<file path="src/rtl/mem_port_arbiter.sv">
// mem_port_arbiter: round-robin sharing of one memory port between fetch (0) and load/store (1) with timeout abort
module mem_port_arbiter #(
  parameter int          TIMEOUT  = 16,
  parameter logic [31:0] ERR_DATA = 32'hDEAD_BEEF
) (
  input  logic        clk,
  input  logic        reset,
  input  logic        req0,
  input  logic        req1,
  input  logic [31:0] addr0,
  input  logic [31:0] addr1,
  input  logic [31:0] wdata0,
  input  logic [31:0] wdata1,
  input  logic        we0,
  input  logic        we1,
  output logic        gnt0,
  output logic        gnt1,
  output logic        done0,
  output logic        done1,
  output logic [31:0] rdata0,
  output logic [31:0] rdata1,
  output logic        err0,
  output logic        err1,
  output logic        mux_control,
  output logic        mem_req,
  output logic [31:0] mem_addr,
  output logic [31:0] mem_wdata,
  output logic        mem_we,
  input  logic        mem_ready,
  input  logic [31:0] mem_rdata
);
  typedef enum logic {IDLE, BUSY} state_t;
  localparam int CW = TIMEOUT > 1 ? $clog2(TIMEOUT) : 1;
  localparam logic [CW-1:0] LAST = CW'(TIMEOUT > 0 ? TIMEOUT - 1 : 0);
  state_t state;
  logic last_grant;
  logic [CW-1:0] cnt;
  logic e0, e1, win, timed_out;
  // a requester is ignored in its own done cycle so a held req cannot re-win immediately
  always_comb begin
    e0 = req0 & ~done0;
    e1 = req1 & ~done1;
    win = (e0 & e1) ? ~last_grant : e1;
    timed_out = (TIMEOUT != 0) && (cnt == LAST);
  end
  always_ff @(posedge clk) begin
    if (reset) begin
      state <= IDLE;
      last_grant <= 1'b1;
      cnt <= '0;
      gnt0 <= 1'b0;
      gnt1 <= 1'b0;
      done0 <= 1'b0;
      done1 <= 1'b0;
      err0 <= 1'b0;
      err1 <= 1'b0;
      rdata0 <= '0;
      rdata1 <= '0;
      mux_control <= 1'b0;
      mem_req <= 1'b0;
      mem_addr <= '0;
      mem_wdata <= '0;
      mem_we <= 1'b0;
    end else if (state == IDLE) begin
      done0 <= 1'b0;
      done1 <= 1'b0;
      err0 <= 1'b0;
      err1 <= 1'b0;
      if (e0 | e1) begin
        state <= BUSY;
        mux_control <= win;
        gnt0 <= ~win;
        gnt1 <= win;
        mem_req <= 1'b1;
        mem_addr <= win ? addr1 : addr0;
        mem_wdata <= win ? wdata1 : wdata0;
        mem_we <= win ? we1 : we0;
        cnt <= '0;
      end
    end else if (mem_ready || timed_out) begin
      // mem_ready takes priority; otherwise this is a timeout abort
      state <= IDLE;
      mem_req <= 1'b0;
      gnt0 <= 1'b0;
      gnt1 <= 1'b0;
      done0 <= ~mux_control;
      done1 <= mux_control;
      err0 <= ~mem_ready & ~mux_control;
      err1 <= ~mem_ready & mux_control;
      last_grant <= mux_control;
      if (!mux_control) rdata0 <= !mem_ready ? ERR_DATA : mem_we ? rdata0 : mem_rdata;
      if (mux_control) rdata1 <= !mem_ready ? ERR_DATA : mem_we ? rdata1 : mem_rdata;
    end else if (TIMEOUT != 0) begin
      cnt <= cnt + CW'(1);
    end
  end
endmodule

</file>
<file path="config.mk">
export PLATFORM = sky130hd
export DESIGN_NAME = mem_port_arbiter
export DESIGN_NICKNAME = d
export VERILOG_FILES = /design/src/rtl/mem_port_arbiter.sv
export SDC_FILE = /design/constraint.sdc
export NUM_CORES = 1
export LEC_CHECK = 0
export ABC_AREA = 0
export CAP_MARGIN = 20
export CORE_AREA = 2 2 121 123
export CTS_BUF_LIST = sky130_fd_sc_hd__clkbuf_8
export DETAILED_ROUTE_END_ITERATION = 8
export DIE_AREA = 0 0 123 125
export PLACE_DENSITY = 0.8
export SLEW_MARGIN = 30
export SYNTH_ARGS = -nofsm -noshare
export SYNTH_HDL_FRONTEND = slang
export SYNTH_SLANG_ARGS = --single-unit
</file>
<file path="constraint.sdc">
create_clock -name clk -period 1.7 [get_ports clk]
set_input_delay 0.34 -clock clk [delete_from_list [all_inputs] [get_ports clk]]
set_output_delay 0.34 -clock clk [all_outputs]
set_load 0.01 [all_outputs]
</file>
# After elaboration in Yosys (flattened, before gate mapping)

Index checks and enable logic that the tools add are counted.
Widths: inputs -> output; s select.

Flip-flop bits (word level): 143
Input port bits: 167
Output and inout port bits: 137
Word-level logic and storage cells: 62

Add/subtract/negate cells: 1
Eq/ne operators: 4
Multiplexer cells: 19
Bitwise operators: 13
Reduce and logical (&&, ||, !) cells: 9

Operator list:

| cell                | count |
|---|---|
| $mux 32             | 4 |
| $mux 1              | 12 |
| $mux 4              | 3 |
| $reduce_and 2->1    | 4 |
| $reduce_and 4->1    | 2 |
| $not 1->1           | 7 |
| $and 1x1->1         | 5 |
| $add 4x1->4 const B | 1 |
| $eq 4x4->1 const B  | 1 |
| $ne 2x2->1 const B  | 2 |
| $ne 2x1->1 const B  | 1 |
| $reduce_bool 2->1   | 1 |
| $reduce_or 2->1     | 1 |
| $logic_or 1x1->1    | 1 |
| $or 1x1->1          | 1 |

# Longest topological paths before layout

Gate-level depths: netlist of the first run.

Word-level depth: 7
Mapped depth: 7
Gate-level depth less buffers: 5

# Worst setup path before layout of the first run

Ideal clock, no wire load.

Path kind: flip-flop to flip-flop
Start: register cnt[0]
End: register rdata1[21]
Library setup time: 140 ps
Arrival: 1342 ps
Required time: 1560 ps
Path slack: 218 ps
Cell stages (with the launch flop): 7
Path buffers: 2
Clock period less this slack: 1482 ps
Cells stage by stage: dfxtp_1 > ha_1 > nand4b_4 > a21oi_2 > buf_4 > buf_2 > a211oi_1

Longest elaborated chain between the ends: 3

Ends and longest elaborated chain:

| element                    | RTL line | RTL |
|---|---|---|
| start: declaration         | 37       | `logic [CW-1:0] cnt;` |
| start signal: assignment   | 94       | `cnt <= cnt + CW'(1);` |
| $eq 4x4->1                 | 44       | `timed_out = (TIMEOUT != 0) && (cnt == LAST);` |
| $logic_or 1x1->1           | 80       | `end else if (mem_ready \|\| timed_out) begin` |
| $reduce_and 4->1 (no line) | --       |  |
| end signal: assignment     | 92       | `if (mux_control) rdata1 <= !mem_ready ? ERR_DATA : mem_we ? rdata1 : mem_rdata;` |
| end: declaration           | 21       | `output logic [31:0] rdata1,` |

No other way between the ends.
A chain may end at the register's enable or synchronous reset.

# Final worst setup path of the first run

Start: register rdata1[28]
End: output port rdata1[28]

No word-level cell between the ends.

==> results.cfg, run 1 <==
[placement]
dp.cells = 1022
io_buffers = 303
place_ws_ns = -0.253
hpwl_um = 14800
placed_area_um2 = 9060
gp_congestion = 0.869

[clock_network]
clk_latency_ns = 0.43
clkSinkCount = 143
clk_pin_slew_ns = 0.08
clockBufferDepth = 2
ctsHtreeMaxLevel = 4
cts_tree = built
cts_root_buf = clkbuf_8
cts_buffers = 17

[final_layout]
fill_cells = 1102
fin_area_um2 = 9600
ff_latch_area_um2 = 2870
drive_gt1_share_pct = 11.5
final_common_cell = clkdlybuf4s50_1
instances_no_fill = 1056
final_util_pct = 67.6
antenna_cells = 0
mostFrequentLayoutCells = clkdlybuf4s50_1 (187), dfxtp_1 (141), dlymetal6s2s_1 (68)
multi_input_area_um2 = 2610
area_growth_pct = 68.5
finalNetCount = 1027

[yosys]
synth-simple-area-share_pct = 20.6
avgSynthCellArea_um2 = 10.2
synth_top_family_by_area = compound AO/OA/AOI/OAI gates
synthArstFlopShare_pct = 0
ys_seq_area_share_pct = 50.3
synth_xor_area_share_pct = 0.154
ys.flop_type = dfxtp_1
syn-cell-area_um2 = 5700
synth-compound-area-share_pct = 23.7
synth_cell_type_count = 38
synth_cells = 560
synth_nets = 728
synth_seq_cells = 143
synth_edf_count = 0
synth-adder-area-share_pct = 0.220
yosys_warnings = 0
synth_mux_area_share_pct = 0.176

[worst_setup_path]
path_class = reg -> out
slowest_stage = clkdlybuf4s50_1
cp_max_fo = 2
path_delay_family = buffers and inverters
start_kind = register
worstPathRequired_ns = 1.36
critPathMaxStageDelay_ns = 0.55
crit_chain = clkdlybuf4s50_1
end_kind = output port
path_buf_inv = 1
arrival_ns = 1.33

[hold_path]
min_path_type = reg -> reg

[sta]
timing.final.crit_share_pct = 98.0
hold_viol_final = 0
period_minus_slack_ns = 1.67
slew_violations = 0
slew_headroom_pct = 75.8
tightest_slew_ns = 0.362
setup_slack_ns = 0.0336
setup_viol = 0
max_freq_ghz = 0.600
finClkSkew_ns = 0.00857

[power]
ir_drop_v = 0.000458
p_per_area_nw_per_um2 = 832
p_leak_nw = 4.67

[detailed_routing]
drc = 0
drtIter0Drc = 354
vias_per_cell = 5.44
drt-pass1-iter-count = 5
vias = 5740
wl_per_cell_um = 19.1
antenna_left = 0
route.final.wire_length_um = 20100

[grt]
grt_start_max_net_pins = 65
grt_overflow_total = 0
grt_pass1_wl_um = 30200
grt_pass1_vias = 5936
antenna_found_initial = 0
grt_usage_pct = 25.2

[floorplan]
dieArea_um2 = 15400
die_w_um = 123
dieHeight_um = 125
num_rows = 44
fp.coreArea_um2 = 14200
start_util_pct = 40.1
pin_count = 304

[job]
drv_cap = 0

[status]
status = finished clean
[report_power, final]
group          internal [mW]  leakage [nW]  switching [mW]
clock network           1.23         0.186            1.35
registers               3.58          1.17           0.127
logic                  0.975          3.32           0.719
total                   5.79          4.67            2.20
[cells by family after synthesis]
| family | Yosys count |
|---|---|
| compound gates | 152 |
| xor+xnor | 1 |
| fa+ha+maj | 1 |
| buf+inv | 58 |
| flops | 143 |
| mux | 1 |
| simple gates | 204 |
[sequential cells by signal, indices dropped and copies added, names as in the netlist]
name / flops
gnt0: 1
mem_req: 1
mem_addr: 32
mem_we: 1
done0: 1
done1: 1
rdata1: 32
cnt: 4
last_grant: 1
err0: 1
state: 1
err1: 1
gnt1: 1
mux_control: 1
rdata0: 32
mem_wdata: 32
[timing repair]
action,4_1_cts,5_1_grt
pin swaps,0,1
buffers inserted,0,1
hold buffers,0,0
setup endpoints to repair,49,92
cloned,0,1
gates resized for setup,49,71
[Yosys cell counts (3+ instances only)]
master,n,area share [%]
o21ai_0,4,0.35
buf_4,7,0.92
buf_2,22,1.9
dfxtp_1,143,50
a21oi_1,22,1.9
a211oi_2,20,4.4
nor3_1,5,0.44
buf_1,5,0.33
nand2_1,19,1.3
nor2b_1,25,2.7
nor2_1,60,4.0
nand3_1,18,1.6
a221o_1,65,11
a31o_2,3,0.46
a211oi_1,28,3.7
nor3b_1,65,8.6
nand2b_1,4,0.44
clkbuf_1,21,1.4
[final timing paths]
kind | from | end | slack [ns] | cells past startpoint
setup / recovery | rdata1[28] | rdata1[28] | 0.03 | 1
hold / removal | rdata0[14] | rdata0[14] | 0.46 | 2
hold reg to reg | rdata0[14] | rdata0[14] | 0.46 | 2
setup reg to reg | cnt[1] | rdata1[12] | 0.08 | 6
[through the flow]
stage | setup TNS [ns] | total power [mW] | hold WS [ns]
after CTS | 0 | 8.08 | 0.444
final | 0 | 7.99 | 0.463
after global routing | -0.00825 | 8.31 | 0.476
after floorplan | 0 | 4.46 | 0.478
after detailed placement | -26.55 | 5.56 | 0.456
after global placement | -21.48 | 5.50 | 0.443
[routing by layer]
metal	share of wire [%]	GRT usage (%)	wire length, um	up-vias
li1	-	-	-	2685
met5	0	0	0	-
met4	2.8	9.96	571	0
met3	9.4	8.76	1890	37
met1	39	28.7	7830	2745
met2	49	43.0	9860	273
[worst register-to-register path: stages, from the launching register on]
cell       delay, ns
dfxtp_1         0.39
ha_4            0.19
nand4b_4        0.14
a21oi_4         0.31
clkbuf_16       0.26
nor2_1          0.06
a211oi_1        0.19
[final cells by class]
type                            count  share of cell area, %
Tap cell                          184                   2.40
Timing Repair Buffer              336                   36.6
Multi-Input combinational cell    359                   27.2
Inverter                            2                 0.0782
Sequential cell                   143                   29.9
Clock buffer                       19                   2.72
Clock inverter                     13                   1.19
(Power assumes the default switching activity.)
==> inputs of run 2 (changes only) <==
--- a/config.mk
+++ b/config.mk
@@ -5,7 +5,6 @@
 export SDC_FILE = /design/constraint.sdc
 export NUM_CORES = 1
 export LEC_CHECK = 0
-export ABC_AREA = 0
 export CAP_MARGIN = 20
 export CORE_AREA = 2 2 121 123
 export CTS_BUF_LIST = sky130_fd_sc_hd__clkbuf_8
@@ -16,3 +15,4 @@
 export SYNTH_ARGS = -nofsm -noshare
 export SYNTH_HDL_FRONTEND = slang
 export SYNTH_SLANG_ARGS = --single-unit
+export TNS_END_PERCENT = 100
==> results of run 2 <==
The final DEF is identical to that of run 1; final timing and power are the same.
==> inputs of run 3 (changes only) <==
--- a/config.mk
+++ b/config.mk
@@ -6,11 +6,11 @@
 export NUM_CORES = 1
 export LEC_CHECK = 0
 export CAP_MARGIN = 20
-export CORE_AREA = 2 2 121 123
+export CORE_AREA = 2 2 128 130
 export CTS_BUF_LIST = sky130_fd_sc_hd__clkbuf_8
 export DETAILED_ROUTE_END_ITERATION = 8
-export DIE_AREA = 0 0 123 125
-export PLACE_DENSITY = 0.8
+export DIE_AREA = 0 0 130 132
+export PLACE_DENSITY = 0.75
 export SLEW_MARGIN = 30
 export SYNTH_ARGS = -nofsm -noshare
 export SYNTH_HDL_FRONTEND = slang
==> constraint.sdc (replaced) <==
create_clock -name clk -period 1.4 [get_ports clk]
set_input_delay 0.28 -clock clk [delete_from_list [all_inputs] [get_ports clk]]
set_output_delay 0.28 -clock clk [all_outputs]
set_load 0.01 [all_outputs]
==> results.cfg, run 3 (synthesis gave the netlist of run 1 again) <==
[status]
status = finished with violations
violations = negative setup slack

[final_layout]
drive_gt1_share_pct = 28.5
finalNetCount = 1077
final_util_pct = 64.8
area_growth_pct = 78.8
final_common_cell = clkdlybuf4s50_1
mostFrequentLayoutCells = clkdlybuf4s50_1 (165), dfxtp_1 (132), nor3b_1 (65), a221o_1 (65), clkdlybuf4s15_1 (56)
fin_area_um2 = 10200
antenna_cells = 0

[worst_setup_path]
r2r_slack_ns = -0.17
cp_max_fo = 5
path_class = reg -> reg
startpoint = cnt[1]
arrival_ns = 1.92
worstPathRequired_ns = 1.75
start_kind = register
end_kind = register
regToRegStartpoint = cnt[1]
r2r.worst_path.cells = 7
timing.rr.end = rdata0[27]

[floorplan]
fp.coreArea_um2 = 15700
die_w_um = 130
dieArea_um2 = 17200
dieHeight_um = 132
num_rows = 46
start_util_pct = 36.3
pin_count = 304

[detailed_routing]
antenna_left = 0
drc = 0
drtIter0Drc = 322
wl_per_cell_um = 18.7
drt-pass1-iter-count = 5
vias_per_cell = 5.20
vias = 5915
route.final.wire_length_um = 21300

[power]
p_per_area_nw_per_um2 = 1000
power.total_mw = 10.2
ir_drop_v = 0.000715
p_leak_nw = 3.99

[hold_path]
min_path_type = in -> reg
hold_path_depth = 3
hold_start = reset
hold_end = mem_req

[placement]
io_buffers = 303
placed_area_um2 = 9280
gp_congestion = 0.791
hpwl_um = 14400

[sta]
period_minus_slack_ns = 1.57
setup_viol = 129
hold_slack_ns = 0.241
hold_viol_final = 0
max_freq_ghz = 0.638
rsz0062_at_grt = yes
finClkSkew_ns = 0.00921
timing.final.crit_share_pct = 112
slew_violations = 0
tightest_slew_ns = 0.423
slew_headroom_pct = 71.7
setup_slack_ns = -0.167

[clock_network]
cts_root_buf = clkbuf_8
clk_pin_slew_ns = 0.09
cts_buffers = 17
clkSinkCount = 143
clockBufferDepth = 2
ctsHtreeMaxLevel = 4
cts-hold-fix-buffers = 0
cts_tree = built
clk_latency_ns = 0.45

[grt]
grt_overflow_total = 0
antenna_found_initial = 1
grt_start_max_net_pins = 54
grt_usage_pct = 24.0
grt_pass1_vias = 5852
grt_pass1_wl_um = 32200

[job]
drv_cap = 0
## run 3: cell count changes in the layout (fill, tap and decap cells not counted), moves of 9 or more
cell,previous run,this run
dlymetal6s2s_1,68,0
buf_4,24,46
dfxtp_1,141,132
a211oi_1,28,7
nor2_1,60,38
a211oi_2,20,41
clkdlybuf4s50_1,187,165
dlygate4sd2_1,47,29
clkbuf_2,0,40
buf_2,0,9
nor2_2,0,16
clkdlybuf4s15_1,0,56
buf_6,1,12
## run 3: worst max-delay path by stage
| stage | endpoint | slack [ns] | cells after the start |
|---|---|---|---|
| final | rdata0[27] | -0.17 | 7 |
| after global routing | rdata0[27] | -0.24 | 7 |
| after CTS | rdata1[26] | -0.13 | 8 |
| after detailed placement | mem_wdata[8] | -0.62 | 5 |
| after global placement | mem_addr[1] | -0.58 | 5 |
| after floorplan | rdata0[10] | 0.002 | 7 |
## run 3: metal layers
| metal | track usage (%) | vias to the layer above | part of all wire, % | routed length (um) |
|---|---|---|---|---|
| met5 | 0 | - | 0.047 | 10 |
| met4 | 6.27 | 2 | 2.0 | 424 |
| met3 | 9.33 | 30 | 9.1 | 1940 |
| met2 | 40.5 | 270 | 50 | 10700 |
| met1 | 28.4 | 2814 | 39 | 8220 |
| li1 | - | 2799 | - | - |
## run 3: area by class of cell
type	instances	area [um^2]
fillers	1249	5530
repair buffers	386	3770
flip-flops and latches	143	2880
multi-input cells	359	2850
well taps	216	270
clock buffers	17	234
clock inverters	15	174
inverters	2	7.51
## run 3: report_power, final
part,switching (mW),total [mW],internal [mW]
Sequential,0.161,4.51,4.35
Clock,1.80,3.45,1.65
Combinational,0.973,2.24,1.27
Total,2.93,10.2,7.27
## run 3: metrics by stage
step           setup WS [ns]  setup TNS, ns  instances
2_1_floorplan        0.00191              0        560
3_3_place_gp          -0.578         -63.86       1071
3_5_place_dp          -0.620         -66.81       1071
4_1_cts               -0.125          -7.27       1128
5_1_grt               -0.237         -16.59       1138
6_report              -0.167          -8.14       1138
## run 3: worst max-delay path, cell delays in order (launching register included)
cell and delay, ns:
dfxtp_2 0.36, ha_4 0.16, nand4b_4 0.14, a21boi_4 0.25
buf_8 0.18, buf_12 0.14, nor2_1 0.05, a211oi_1 0.20
## run 3: repair_timing
action / in CTS / in global routing
buffers inserted: 20 / 8
pin swaps: 27 / 39
endpoints found under the setup margin: 260 / 238
cloned: 5 / 3
resized for setup: 220 / 184
==> RTL edit: new RTL, settings of run 1 <==
Change the parameter `TIMEOUT` from 16 to 32.
--- a/src/rtl/mem_port_arbiter.sv
+++ b/src/rtl/mem_port_arbiter.sv
@@ -1,6 +1,6 @@
 // mem_port_arbiter: round-robin sharing of one memory port between fetch (0) and load/store (1) with timeout abort
 module mem_port_arbiter #(
-  parameter int          TIMEOUT  = 16,
+  parameter int          TIMEOUT  = 32,
   parameter logic [31:0] ERR_DATA = 32'hDEAD_BEEF
 ) (
   input  logic        clk,
Formal check against the unedited RTL: no difference found for any inputs over 4 cycles, from zero or initial values and one cycle with reset high; that may be too few to reach the edited logic, so the function may still have changed.
==> RTL edit against run 1 <==
The flow now finishes with violations (negative setup slack); worst setup slack worse by 0.10 ns; cell area up 2.7%; sequential cell count up 1; total power about the same; global-route usage down 0.70 points; synthesized area up 1.1%; worst hold slack worse by 0.23 ns; via count down 3.2%; routed wire length down 4.3%; largest power group unchanged.
==> RTL edit: results (changes against run 1) <==
<table>
<tr><th>Metric</th><th>Value</th></tr>
<tr><th colspan="2">Place</th></tr>
<tr><td>Global placement routability congestion</td><td>0.8700 (about the same)</td></tr>
<tr><td>Placement-stage cell area</td><td>9430 um2 (+4.1%)</td></tr>
<tr><td>DP Cell Count</td><td>1035 (+1.3%)</td></tr>
<tr><td>Post-detailed-placement half-perimeter wirelength</td><td>14.10 mm (-4.5%)</td></tr>
<tr><th colspan="2">Setup path</th></tr>
<tr><td>R2R Path End</td><td>rdata1[15]</td></tr>
<tr><td>Worst R2R Path Depth</td><td>8 (+2)</td></tr>
<tr><td>CP Class</td><td>register to register</td></tr>
<tr><td>Slowest CP cell</td><td>sky130_fd_sc_hd__dfxtp_2</td></tr>
<tr><th colspan="2">Synthesis</th></tr>
<tr><td>XOR/XNOR Fraction of Synth Area</td><td>0 (-0.001537)</td></tr>
<tr><td>Most used standard cells in the synthesized netlist</td><td>sky130_fd_sc_hd__dfxtp_1, sky130_fd_sc_hd__a221o_1, sky130_fd_sc_hd__and2_1, sky130_fd_sc_hd__nor2_1, sky130_fd_sc_hd__nand2_1</td></tr>
<tr><td>Adder-Cell Fraction of Synth Area</td><td>0.004343 (+0.002147)</td></tr>
<tr><td>Net count of the mapped netlist</td><td>724 (-0.55%)</td></tr>
<tr><td>Proportion of synthesized chip area in sequential cells</td><td>0.5003 (-0.002200)</td></tr>
<tr><td>Compound-cell area share of the yosys netlist</td><td>0.2445 (+0.007969)</td></tr>
<tr><th colspan="2">STA</th></tr>
<tr><td>Final Setup Violations</td><td>56 (+56)</td></tr>
<tr><td>Final total negative setup slack</td><td>-1.991 ns (-1.991 ns)</td></tr>
<tr><td>Setup clock skew after layout</td><td>0.009478 ns (+0.0009041 ns)</td></tr>
<tr><td>Setup slack after layout</td><td>-0.06989 ns (-0.1035 ns)</td></tr>
<tr><th colspan="2">GRT</th></tr>
<tr><td>Met1 track utilization from global routing</td><td>0.2695 (-0.01745)</td></tr>
<tr><td>Number of antenna violations at the first check in global routing</td><td>1 (+1)</td></tr>
<tr><td>Number of global-route vias before repair</td><td>5920 (-0.27%)</td></tr>
<tr><td>First-pass GRT wire length</td><td>29.53 mm (-2.4%)</td></tr>
<tr><th colspan="2">Run status</th></tr>
<tr><td>Failing checks</td><td>negative setup slack</td></tr>
<tr><td>Result of the run</td><td>complete, but fails checks</td></tr>
<tr><th colspan="2">Pwr</th></tr>
<tr><td>Power share of the clock group</td><td>0.328 (+0.004)</td></tr>
<tr><td>Worst IR Drop VDD</td><td>0.0003763 V (-18%)</td></tr>
<tr><td>Power density over cell area</td><td>810.2 nW/um2 (-2.6%)</td></tr>
<tr><th colspan="2">Detailed routing</th></tr>
<tr><td>Initial DRC count</td><td>239 (-32%)</td></tr>
<tr><td>Total iterations of the first detailed-routing run</td><td>4 (-1)</td></tr>
</table>
[RTL edit: changes by cell type in the layout (fill, tap and decap cells not counted), moves of 9 or more]
cell	before	now
sky130_fd_sc_hd__a211oi_1	28	3
sky130_fd_sc_hd__a211oi_2	20	46
sky130_fd_sc_hd__and2_1	0	65
sky130_fd_sc_hd__buf_4	24	34
sky130_fd_sc_hd__clkdlybuf4s50_1	187	165
sky130_fd_sc_hd__dlygate4sd2_1	47	105
sky130_fd_sc_hd__dlymetal6s2s_1	68	31
sky130_fd_sc_hd__nand3_1	18	9
sky130_fd_sc_hd__nand3_2	0	11
sky130_fd_sc_hd__nor2_1	60	26
sky130_fd_sc_hd__nor2_4	0	21
sky130_fd_sc_hd__nor3b_1	65	0
[RTL edit: cell type report]
class | instances | area (um2)
multi-input cells | 360 | 2919
repair buffers | 346 | 3425
clock inverters | 12 | 102.6
well taps | 184 | 230.2
diodes | 1 | 2.502
flip-flops and latches | 144 | 2890
fillers | 1075 | 4348
inverters | 3 | 11.26
clock buffers | 20 | 275.3
